--- src/rtl/ysyx_23060286_lsu.sv ---
// ============================================================================
// Module   : ysyx_23060286_lsu
// Brief    : Multi-cycle load/store unit, one aligned 32-bit bus op in flight
// Revision : 1.0 - initial release
// ============================================================================
`default_nettype none

module ysyx_23060286_lsu (
  input  logic        clk,
  input  logic        rst,
  input  logic        ex_valid,
  output logic        ex_ready,
  input  logic [31:0] ex_addr,
  input  logic [31:0] ex_wdata,
  input  logic [2:0]  ex_f3,
  input  logic        ex_load,
  input  logic        ex_store,
  output logic        mem_req_valid,
  input  logic        mem_req_ready,
  output logic [31:0] mem_addr,
  output logic        mem_wen,
  output logic [31:0] mem_wdata,
  output logic [3:0]  mem_wstrb,
  input  logic        mem_resp_valid,
  input  logic [31:0] mem_rdata,
  output logic        wb_valid,
  input  logic        wb_ready,
  output logic [31:0] wb_result,
  output logic        wb_err
);

  localparam logic [1:0] S_IDLE = 2'd0;
  localparam logic [1:0] S_REQ  = 2'd1;
  localparam logic [1:0] S_WAIT = 2'd2;
  localparam logic [1:0] S_DONE = 2'd3;

  logic [1:0]  r_state;
  logic [31:0] r_addr;
  logic [31:0] r_wdata;
  logic [2:0]  r_f3;
  logic        r_store;
  logic [31:0] r_result;
  logic        r_err;

  logic        w_f3_ok_ld;
  logic        w_f3_ok_st;
  logic        w_misal;
  logic        w_err;
  logic [1:0]  w_off;
  logic [4:0]  w_shamt;
  logic [31:0] w_shifted;
  logic [31:0] w_load;

  // Legality is decided at accept time so illegal ops never reach the bus
  always_comb begin
    w_f3_ok_ld = (ex_f3 == 3'b000) | (ex_f3 == 3'b001) | (ex_f3 == 3'b010) |
                 (ex_f3 == 3'b100) | (ex_f3 == 3'b101);
    w_f3_ok_st = ~ex_f3[2] & (ex_f3[1:0] != 2'b11);
    w_misal    = ((ex_f3[1:0] == 2'b01) & ex_addr[0]) |
                 ((ex_f3[1:0] == 2'b10) & (ex_addr[1:0] != 2'b00));
    w_err      = (ex_load & ex_store) |
                 (ex_load & ~w_f3_ok_ld) |
                 (ex_store & ~w_f3_ok_st) |
                 ((ex_load | ex_store) & w_misal);
  end

  assign w_off   = r_addr[1:0];
  assign w_shamt = {w_off, 3'b000};

  assign ex_ready      = (r_state == S_IDLE) & ~rst;
  assign mem_req_valid = (r_state == S_REQ);
  assign mem_addr      = {r_addr[31:2], 2'b00};
  assign mem_wen       = r_store;
  assign mem_wdata     = r_wdata << w_shamt;
  assign wb_valid      = (r_state == S_DONE);
  assign wb_result     = r_result;
  assign wb_err        = r_err;

  always_comb begin
    mem_wstrb = 4'b0000;
    if (r_store) begin
      case (r_f3[1:0])
        2'b00:   mem_wstrb = 4'b0001 << w_off;
        2'b01:   mem_wstrb = 4'b0011 << w_off;
        default: mem_wstrb = 4'b1111;
      endcase
    end
  end

  always_comb begin
    w_shifted = mem_rdata >> w_shamt;
    case (r_f3)
      3'b000:  w_load = {{24{w_shifted[7]}}, w_shifted[7:0]};
      3'b001:  w_load = {{16{w_shifted[15]}}, w_shifted[15:0]};
      3'b100:  w_load = {24'd0, w_shifted[7:0]};
      3'b101:  w_load = {16'd0, w_shifted[15:0]};
      default: w_load = w_shifted;
    endcase
  end

  always_ff @(posedge clk) begin
    if (rst) begin
      r_state  <= S_IDLE;
      r_addr   <= 32'd0;
      r_wdata  <= 32'd0;
      r_f3     <= 3'd0;
      r_store  <= 1'b0;
      r_result <= 32'd0;
      r_err    <= 1'b0;
    end else begin
      case (r_state)
        S_IDLE: begin
          if (ex_valid) begin
            r_addr  <= ex_addr;
            r_wdata <= ex_wdata;
            r_f3    <= ex_f3;
            r_store <= ex_store;
            if (!ex_load && !ex_store) begin
              r_result <= ex_addr;
              r_err    <= 1'b0;
              r_state  <= S_DONE;
            end else if (w_err) begin
              r_result <= 32'd0;
              r_err    <= 1'b1;
              r_state  <= S_DONE;
            end else begin
              r_state <= S_REQ;
            end
          end
        end
        S_REQ: begin
          // A response coinciding with acceptance belongs to nothing yet
          if (mem_req_ready) r_state <= S_WAIT;
        end
        S_WAIT: begin
          if (mem_resp_valid) begin
            r_result <= r_store ? 32'd0 : w_load;
            r_err    <= 1'b0;
            r_state  <= S_DONE;
          end
        end
        S_DONE: begin
          if (wb_ready) r_state <= S_IDLE;
        end
        default: r_state <= S_IDLE;
      endcase
    end
  end

endmodule

`default_nettype wire

--- config.mk ---
export PLATFORM = sky130hd
export DESIGN_NAME = ysyx_23060286_lsu
export DESIGN_NICKNAME = d
export VERILOG_FILES = /design/src/rtl/ysyx_23060286_lsu.sv
export SDC_FILE = /design/constraint.sdc
export NUM_CORES = 1
export LEC_CHECK = 0
export ABC_AREA = 1
export BUFFER_PORTS_ARGS = -buffer_cell sky130_fd_sc_hd__buf_2
export CELL_PAD_IN_SITES_DETAIL_PLACEMENT = 2
export CELL_PAD_IN_SITES_GLOBAL_PLACEMENT = 2
export CORE_ASPECT_RATIO = 0.75
export CORE_MARGIN = 2
export CORE_UTILIZATION = 22
export CTS_CLUSTER_SIZE = 8
export DETAILED_ROUTE_END_ITERATION = 12
export GPL_TIMING_DRIVEN = 0
export PLACE_DENSITY_LB_ADDON = 0.1
export REMOVE_ABC_BUFFERS = 1
export SYNTH_ARGS = -nofsm -noshare
export SYNTH_HDL_FRONTEND = slang
export SYNTH_SLANG_ARGS = --single-unit
--- constraint.sdc ---
create_clock -name clk -period 1.7 [get_ports clk]
set_clock_uncertainty 0.2 [all_clocks]
set_input_delay 0.34 -clock clk [delete_from_list [all_inputs] [get_ports clk]]
set_output_delay 0.34 -clock clk [all_outputs]
set_load 0.03 [all_outputs]
; Yosys cells after proc, flatten, opt, wreduce, memory -nomap -nowiden
; Index checks and enable logic that the tools add are counted.
; Widths: inputs -> output; s select.
[word_totals]
mem_bits_rw = 0
mem_bits_ro = 0
latch_bits = 0
register_bits = 103
elab_cells = 84
inputBits = 107
memories = 0
[op_classes]
multipliers = 0
n_div = 0
reduce_logical = 12
bitwise = 21
addsub = 0
magnitude_cmp = 0
eq_ne = 19
n_mux = 21
shifts = 4
[ops]
columns = op, count
row1 = $mux 32, 5
row2 = $pmux 32 s4, 1
row3 = $pmux 32 s2, 1
row4 = $shl 32x5->32, 1
row5 = $shr 32x5->32, 1
row6 = $eq 3x3->1 const B, 4
row7 = $mux 2, 6
row8 = $or 1x1->1, 9
row9 = $and 1x1->1, 8
row10 = $pmux 2 s4, 1
row11 = $pmux 4 s2, 1
row12 = $reduce_and 4->1, 2
row13 = $eq 2x1->1 const B, 3
row14 = $eq 2x2->1 const B, 3
row15 = $eq 3x1->1 const B, 2
row16 = $logic_not 3->1, 2
row17 = $ne 2x2->1 const B, 3
row18 = $logic_not 2->1, 2
row19 = $mux 1, 4
row20 = $mux 4, 1
row21 = $ne 2x1->1 const B, 2
row22 = $not 1->1, 4
row23 = $reduce_bool 2->1, 2
row24 = $shl 1x2->4 const A, 1
row25 = 7 further kinds, 8

; Depth between registers and ports, before layout
; Gate-level depths: netlist of the first run.
[depth]
depth_word = 14
ltp_mapped = 11
depth_no_buf = 10

; Worst setup path before layout of the first run
; No wires, ideal clock.
[synth_timing]
path_type = reg-to-output
start = register r_addr[0]
end = output port mem_wstrb[3]
t_arrival_ns = 1.584
path_stages_with_launch = 6
required_time_ns = 1.160
path_slack_ns = -0.424
cell_sequence = dfxtp_1 > buf_4 > buf_2 > clkbuf_1 > o21ai_0 > a21oi_1
[synth_via]
elab_chain_len = 3
[synth_lines]
columns = element, line_no
row1 = from (decl), 38  ; logic [31:0] r_addr;
row2 = from (signal assigned), 114  ; r_addr <= ex_addr;
row3 = $shl 2x2->4 or $shl 1x2->4 (tied branches), "84, 83"
row4 = $pmux 4 s2 *, 82  ; case (r_f3[1:0])
row5 = $mux 4 *, 81  ; if (r_store) begin
row6 = to (decl), 23  ; output logic [3:0] mem_wstrb,
; Every way passes the cells marked *; elsewhere a longest branch is shown, timed or not.

; Worst setup path after layout of the first run
[layout_timing]
start = register r_addr[0]
end = output port mem_wdata[26]
[layout_via]
elab_chain_len = 1
[layout_lines]
columns = element, line_no
row1 = $shl 32x5->32, 74  ; assign mem_wdata = r_wdata << w_shamt;
row2 = to (decl), 22  ; output logic [31:0] mem_wdata,
; No other way between the ends.

==> impl_metrics.csv, run 1 <==
group,metric,value,unit
clocking,cts.clk_slew.worst_paths,0.07,ns
synth,yosys-top-cells-area,"dfxtp_1 36%, nor2_1 15%, nand2_1 14%, o21ai_0 7.0%, inv_1 5.0%",
grt,grt_use_total,22.5,%
floorplanning,core,0.0258,mm2
timing,tns,-21.59,ns
detailed_routing,totalWireLength,33.0,mm
cells_and_area,multiInputGateArea,0.00382,mm2
timing,max_slew.worst_pin.slew,0.541,ns
critical_path,crit_start,"r_addr[0]",
clocking,tritoncts.num_buffers,9,
synth,synth.ff_latch_count,103,
cells_and_area,final_cell_mix,"190 x nor2_1, 172 x nand2_1, 170 x buf_2, 97 x dfxtp_1, 68 x inv_1",
synth,yosys.area_share.xor_xnor,0,%
floorplanning,rows,51,
critical_path,crit_required,1.16,ns
clocking,cts_tree,"built",
cells_and_area,fin_util,36.7,%
detailed_routing,firstDrtPassIters,4,
timing,period_needed,2.20,ns
detailed_routing,routedWlPerCell,21.5,um
detailed_routing,vias_per_cell,4.61,
grt,grt_max_degree,81,
hold_path,hp-class,"primary input to register",
synth,synth_largest_area_cell,"dfxtp_1",
floorplanning,die_height,144,um
timing,drv_slew,0,
synth,synthCells,941,
cells_and_area,area_delta_synth_final,64.8,%
grt,grt_pass1_wl,45.5,mm
synth,synth_compound_area_share,14.2,%
status,violations,"setup timing",
synth,synth_mux_area_share,0,%
synth,syn_avg_cell_area,6.12,um2
synth,synth_top_area_share,35.8,%
placement,dp.final_hpwl,17.7,mm
critical_path,crit_path_end_kind,"output port",
pwr,power_per_cell_area,2130,mW/mm2
timing,fmax,454,MHz
status,status,"finished with violations",
cells_and_area,area.sequential,0.00208,mm2
clocking,holdBufCountCts,0,
grt,antenna_found_initial,5,
pwr,p_leak,0.00457,uW
critical_path,startpoint_type,"register",
critical_path,max_stage_delay,0.39,ns
cells_and_area,final_common_cell,"nor2_1",
floorplanning,die_w,191,um
placement,io_buffers,209,
critical_path,critPathArrivalTime,1.66,ns
clocking,clk_path_buf_depth,2,
cells_and_area,drive_above_1_share,41.4,%
clocking,clock-sinks,103,
detailed_routing,dr_total_vias,7081,
timing,hold_viol,0,
pwr,fin_total_pwr,20200,uW
floorplanning,io_pins,212,
timing,finalCritPeriodShare,129,%
synth,synth_top_family_by_area,"simple AND/OR/NAND/NOR gates",
synth,syn_area,0.00576,mm2
floorplanning,die-area,0.0275,mm2
critical_path,path_class,"register to output port",
synth,yosys.area_share.simple,35.0,%
detailed_routing,drc,0,
critical_path,crit_buf_inv,3,
critical_path,reg2reg_from,"r_state[0]",
placement,gp_congestion,0.761,
detailed_routing,drt_iter0_drc,241,
critical_path,cp_max_fo,12,
critical_path,cp_cell_sequence,"buf_8 > buf_12 > nand2_1 > o21ai_2 > o21ai_1 > buf_4",
timing,rsz0062_at_grt,"yes",
grt,grt_overflow,0,
clocking,root_buffer,"clkbuf_16",
timing,setup_slack,-0.501,ns
critical_path,cpLargestDelayFamily,"buffers and inverters",
critical_path,cp_slowest_cell,"dfxtp_4",
timing,slew_headroom,64.0,%
synth,synth_fa_ha_area_share,0.869,%
hold_path,hold_start,"ex_wdata[21]",
synth,yosys_warnings,0,
cells_and_area,layout.nets,1295,
pwr,vdd_drop_max,0.993,mV
floorplanning,start_util,22.3,%
detailed_routing,drtAntennaViolNets,0,
job,maxCapViolations,0,
grt,grt_pass1_vias,7274,
timing,setup_viol,72,
synth,yosysSeqAreaShare,35.8,%
clocking,clkLatencyLatePin,0.37,ns
clocking,h-tree-depth,3,
cells_and_area,final.fill_count,3082,
synth,synth_cell_types,28,
timing,hold_slack,0.0237,ns
==> logic make-up (layout without fill, tap and decap cells) <==
group / count (synthesis) / count (layout)
fa+ha+maj: 4 / 4
other cells: 1 / 6
simple gates: 507 / 520
buf+inv: 170 / 402
compound gates: 156 / 156
flops: 103 / 103
==> metal layers <==
layer | global-route usage [%] | part of all wire (%) | up-vias
met1 | 30.6 | 48 | 3472
li1 | - | - | 3413
met3 | 4.88 | 5.6 | 30
met2 | 36.4 | 45 | 160
met5 | 0 | 0.12 | -
met4 | 5.14 | 1.2 | 6
==> final timing paths <==
check / endpoint / cells past startpoint / slack [ns]
max: mem_wdata[26] / 6 / -0.50
min: r_wdata[21] / 3 / 0.02
max reg2reg: wb_result[14] / 12 / -0.29
min reg2reg: r_addr[28] / 2 / 0.28
==> timing repair <==
item                       in CTS  in global routing
buffers inserted               68                 21
pin swaps                      51                 41
setup endpoints to repair     142                142
cloned                         14                  6
gates resized for setup       224                134
==> layout make-up <==
cell class,instances,share of cell area [%]
clock buffer,11,2.66
inverter,82,4.36
timing repair buffer,305,25.6
sequential,103,21.9
multi-input combinational,682,40.2
tap,344,4.53
clock inverter,3,0.461
timing repair inverter,1,0.0923
antenna,4,0.105
==> cells in the mapped netlist (all sizes together) <==
library cell    n
a21oi          35
conb            1
inv            81
o211ai          4
nand2         221
clkinv          1
ha              4
a22oi           8
buf            59
dfxtp         103
a22o            1
nor3            1
nor2          228
nand3          57
clkbuf         29
o21ai         105
a211oi          1
o22ai           2
==> worst min-delay path, cell delays in order <==
cell	delay (ns)
buf_2	0.08
o21ai_0	0.07
nor2_1	0.07
==> stage by stage <==
stage               area [um2]  setup WS [ns]  cells
detailed placement        6890          -2.09   1413
floorplan                 5270          -1.62    854
global placement          6740          -4.22   1407
global route              9480         -0.565   1532
finish                    9490         -0.501   1535
CTS                       8840         -0.505   1508
==> power breakdown <==
part / internal, uW / switching [uW] / total, uW
registers: 3290 / 578 / 3870
clock network: 1210 / 1020 / 2220
logic: 5370 / 8720 / 14100
==> registers in the layout, summed over array words and instances, names as in the netlist <==
name       cells
wb_result     32
r_state        2
mem_wen        1
r_addr        32
wb_err         1
r_wdata       32
r_f3           3
No activity file was read; power rests on OpenSTA's default activity.
==> run 2, diff against run 1 <==
==> constraint.sdc (replaced) <==
create_clock -name clk -period 1.7 [get_ports clk]
set_clock_uncertainty 0.2 [all_clocks]
set_input_delay 0.085 -clock clk [delete_from_list [all_inputs] [get_ports clk]]
set_output_delay 0.085 -clock clk [all_outputs]
set_load 0.03 [all_outputs]
==> impl_metrics.csv, run 2 (synthesized netlist as in run 1, its figures left out) <==
group,metric,value,unit
pwr,p_clk_share,10.3,%
clocking,h-tree-depth,3,
timing,period_needed,1.97,ns
detailed_routing,routedWlPerCell,22.9,um
detailed_routing,totalWireLength,37.1,mm
hold_path,hp-class,"primary input to register",
grt,grt_pass1_vias,7743,
detailed_routing,firstDrtPassIters,4,
timing,setup_viol,99,
pwr,pwr-share-seq,17.9,%
clocking,clock-sinks,103,
placement,io_buffers,209,
timing,hold_viol,0,
cells_and_area,layout.nets,1382,
job,maxCapViolations,0,
clocking,tritoncts.num_buffers,9,
timing,fmax,508,MHz
cells_and_area,final_cell_mix,"184 x nor2_1, 176 x nand2_1, 172 x buf_2, 98 x dfxtp_1, 71 x dlygate4sd3_1",
floorplanning,rows,51,
timing,setup_slack,-0.268,ns
critical_path,cp_max_fo,10,
cells_and_area,final_common_cell,"nor2_1",
cells_and_area,area_delta_synth_final,85.2,%
timing,max_slew.worst_pin.slew,0.794,ns
critical_path,critPathArrivalTime,2.07,ns
timing,tns,-13.78,ns
critical_path,crit_required,1.80,ns
floorplanning,die-area,0.0275,mm2
placement,gp_congestion,0.761,
critical_path,path_class,"register to register",
grt,antenna_found_initial,5,
pwr,vdd_drop_max,1.13,mV
floorplanning,io_pins,212,
cells_and_area,fin_util,41.3,%
placement,place_area,0.00689,mm2
grt,grt_pass1_wl,49.7,mm
floorplanning,die_w,191,um
grt,grt_use_total,24.9,%
timing,hold_slack,0.0119,ns
floorplanning,core,0.0258,mm2
detailed_routing,drtAntennaViolNets,0,
cells_and_area,drive_above_1_share,45.1,%
timing,slew_headroom,47.1,%
pwr,p_comb_share,71.8,%
pwr,p_sw_share,51.5,%
critical_path,crit_path_end_kind,"register",
detailed_routing,drc,0,
pwr,p_int,10600,uW
pwr,power.switching,11200,uW
pwr,power_per_cell_area,2050,mW/mm2
grt,grt_max_degree,74,
detailed_routing,dr_total_vias,7685,
pwr,p_leak,0.00502,uW
detailed_routing,drt_iter0_drc,338,
cells_and_area,final_cell_area,0.0107,mm2
detailed_routing,vias_per_cell,4.74,
clocking,cts_tree,"built",
placement,dp.final_hpwl,17.7,mm
placement,dp_slack,-2.09,ns
timing,drv_slew,0,
status,violations,"setup timing",
status,status,"finished with violations",
floorplanning,die_height,144,um
timing,finalCritPeriodShare,116,%
grt,grt_overflow,0,
clocking,clk_path_buf_depth,2,
clocking,clkLatencyLatePin,0.37,ns
critical_path,startpoint_type,"register",
floorplanning,start_util,22.3,%
clocking,root_buffer,"clkbuf_16",
clocking,cts.clk_slew.worst_paths,0.07,ns
timing,rsz0062_at_grt,"yes",
[run 2: worst paths after layout]
path	start	to	slack (ns)	depth (start not counted)
worst max register to register	r_addr[0]	wb_result[11]	-0.27	11
worst min-delay path	mem_rdata[30]	wb_result[30]	0.01	7
worst max-delay path	r_addr[0]	wb_result[11]	-0.27	11
worst min register to register	r_addr[20]	r_addr[20]	0.28	2
[run 2: critical path, cell delays in order (launching register included)]
cell and delay (ns):
dfxtp_4 0.37, buf_8 0.15, buf_4 0.14, nor2_4 0.11
buf_12 0.16, buf_12 0.14, nand2_1 0.05, nand3_1 0.10
nand2_1 0.10, a21oi_4 0.18, nor2_2 0.06, nor2_1 0.13
[run 2: metrics by stage]
step | power [uW] | std cells
6_report | 21800 | 1621
5_1_grt | 23100 | 1620
4_1_cts | 19900 | 1589
3_5_place_dp | 12400 | 1413
3_3_place_gp | 12100 | 1407
2_1_floorplan | 9350 | 854
[run 2: layer usage]
metal	up-vias	share of wire [%]	GRT usage [%]
met3	44	5.8	4.97
met2	205	46	40.8
li1	3616	-	-
met5	-	0.059	0
met1	3816	46	33.7
met4	4	1.9	5.59
[run 2: final cells by class]
| cell class | count | area (um2) |
|---|---|---|
| Tap cell | 344 | 430 |
| Inverter | 82 | 397 |
| Fill cell | 3009 | 15200 |
| Antenna cell | 3 | 7.51 |
| Multi-Input combinational cell | 686 | 4170 |
| Timing Repair Buffer | 387 | 3270 |
| Clock buffer | 11 | 253 |
| Clock inverter | 3 | 43.8 |
| Timing Repair inverter | 2 | 20.0 |
| Sequential cell | 103 | 2080 |
[run 2: power by group through the flow]
stage,Combinational [uW],Sequential [uW],Clock (uW)
2_1_floorplan,4430,4920,0
3_3_place_gp,8180,3930,0
3_5_place_dp,8470,3940,0
4_1_cts,13800,3830,2310
5_1_grt,16700,4000,2390
6_report,15700,3900,2250
[run 2: what timing repair did]
| item | 4_1_cts | 5_1_grt |
|---|---|---|
| endpoints found under the hold margin | 102 | 0 |
| buffers inserted | 71 | 28 |
| hold buffers | 71 | 0 |
| pin swaps | 42 | 59 |
| endpoints found under the setup margin | 140 | 140 |
| cloned | 21 | 7 |
| gates resized for setup | 289 | 197 |
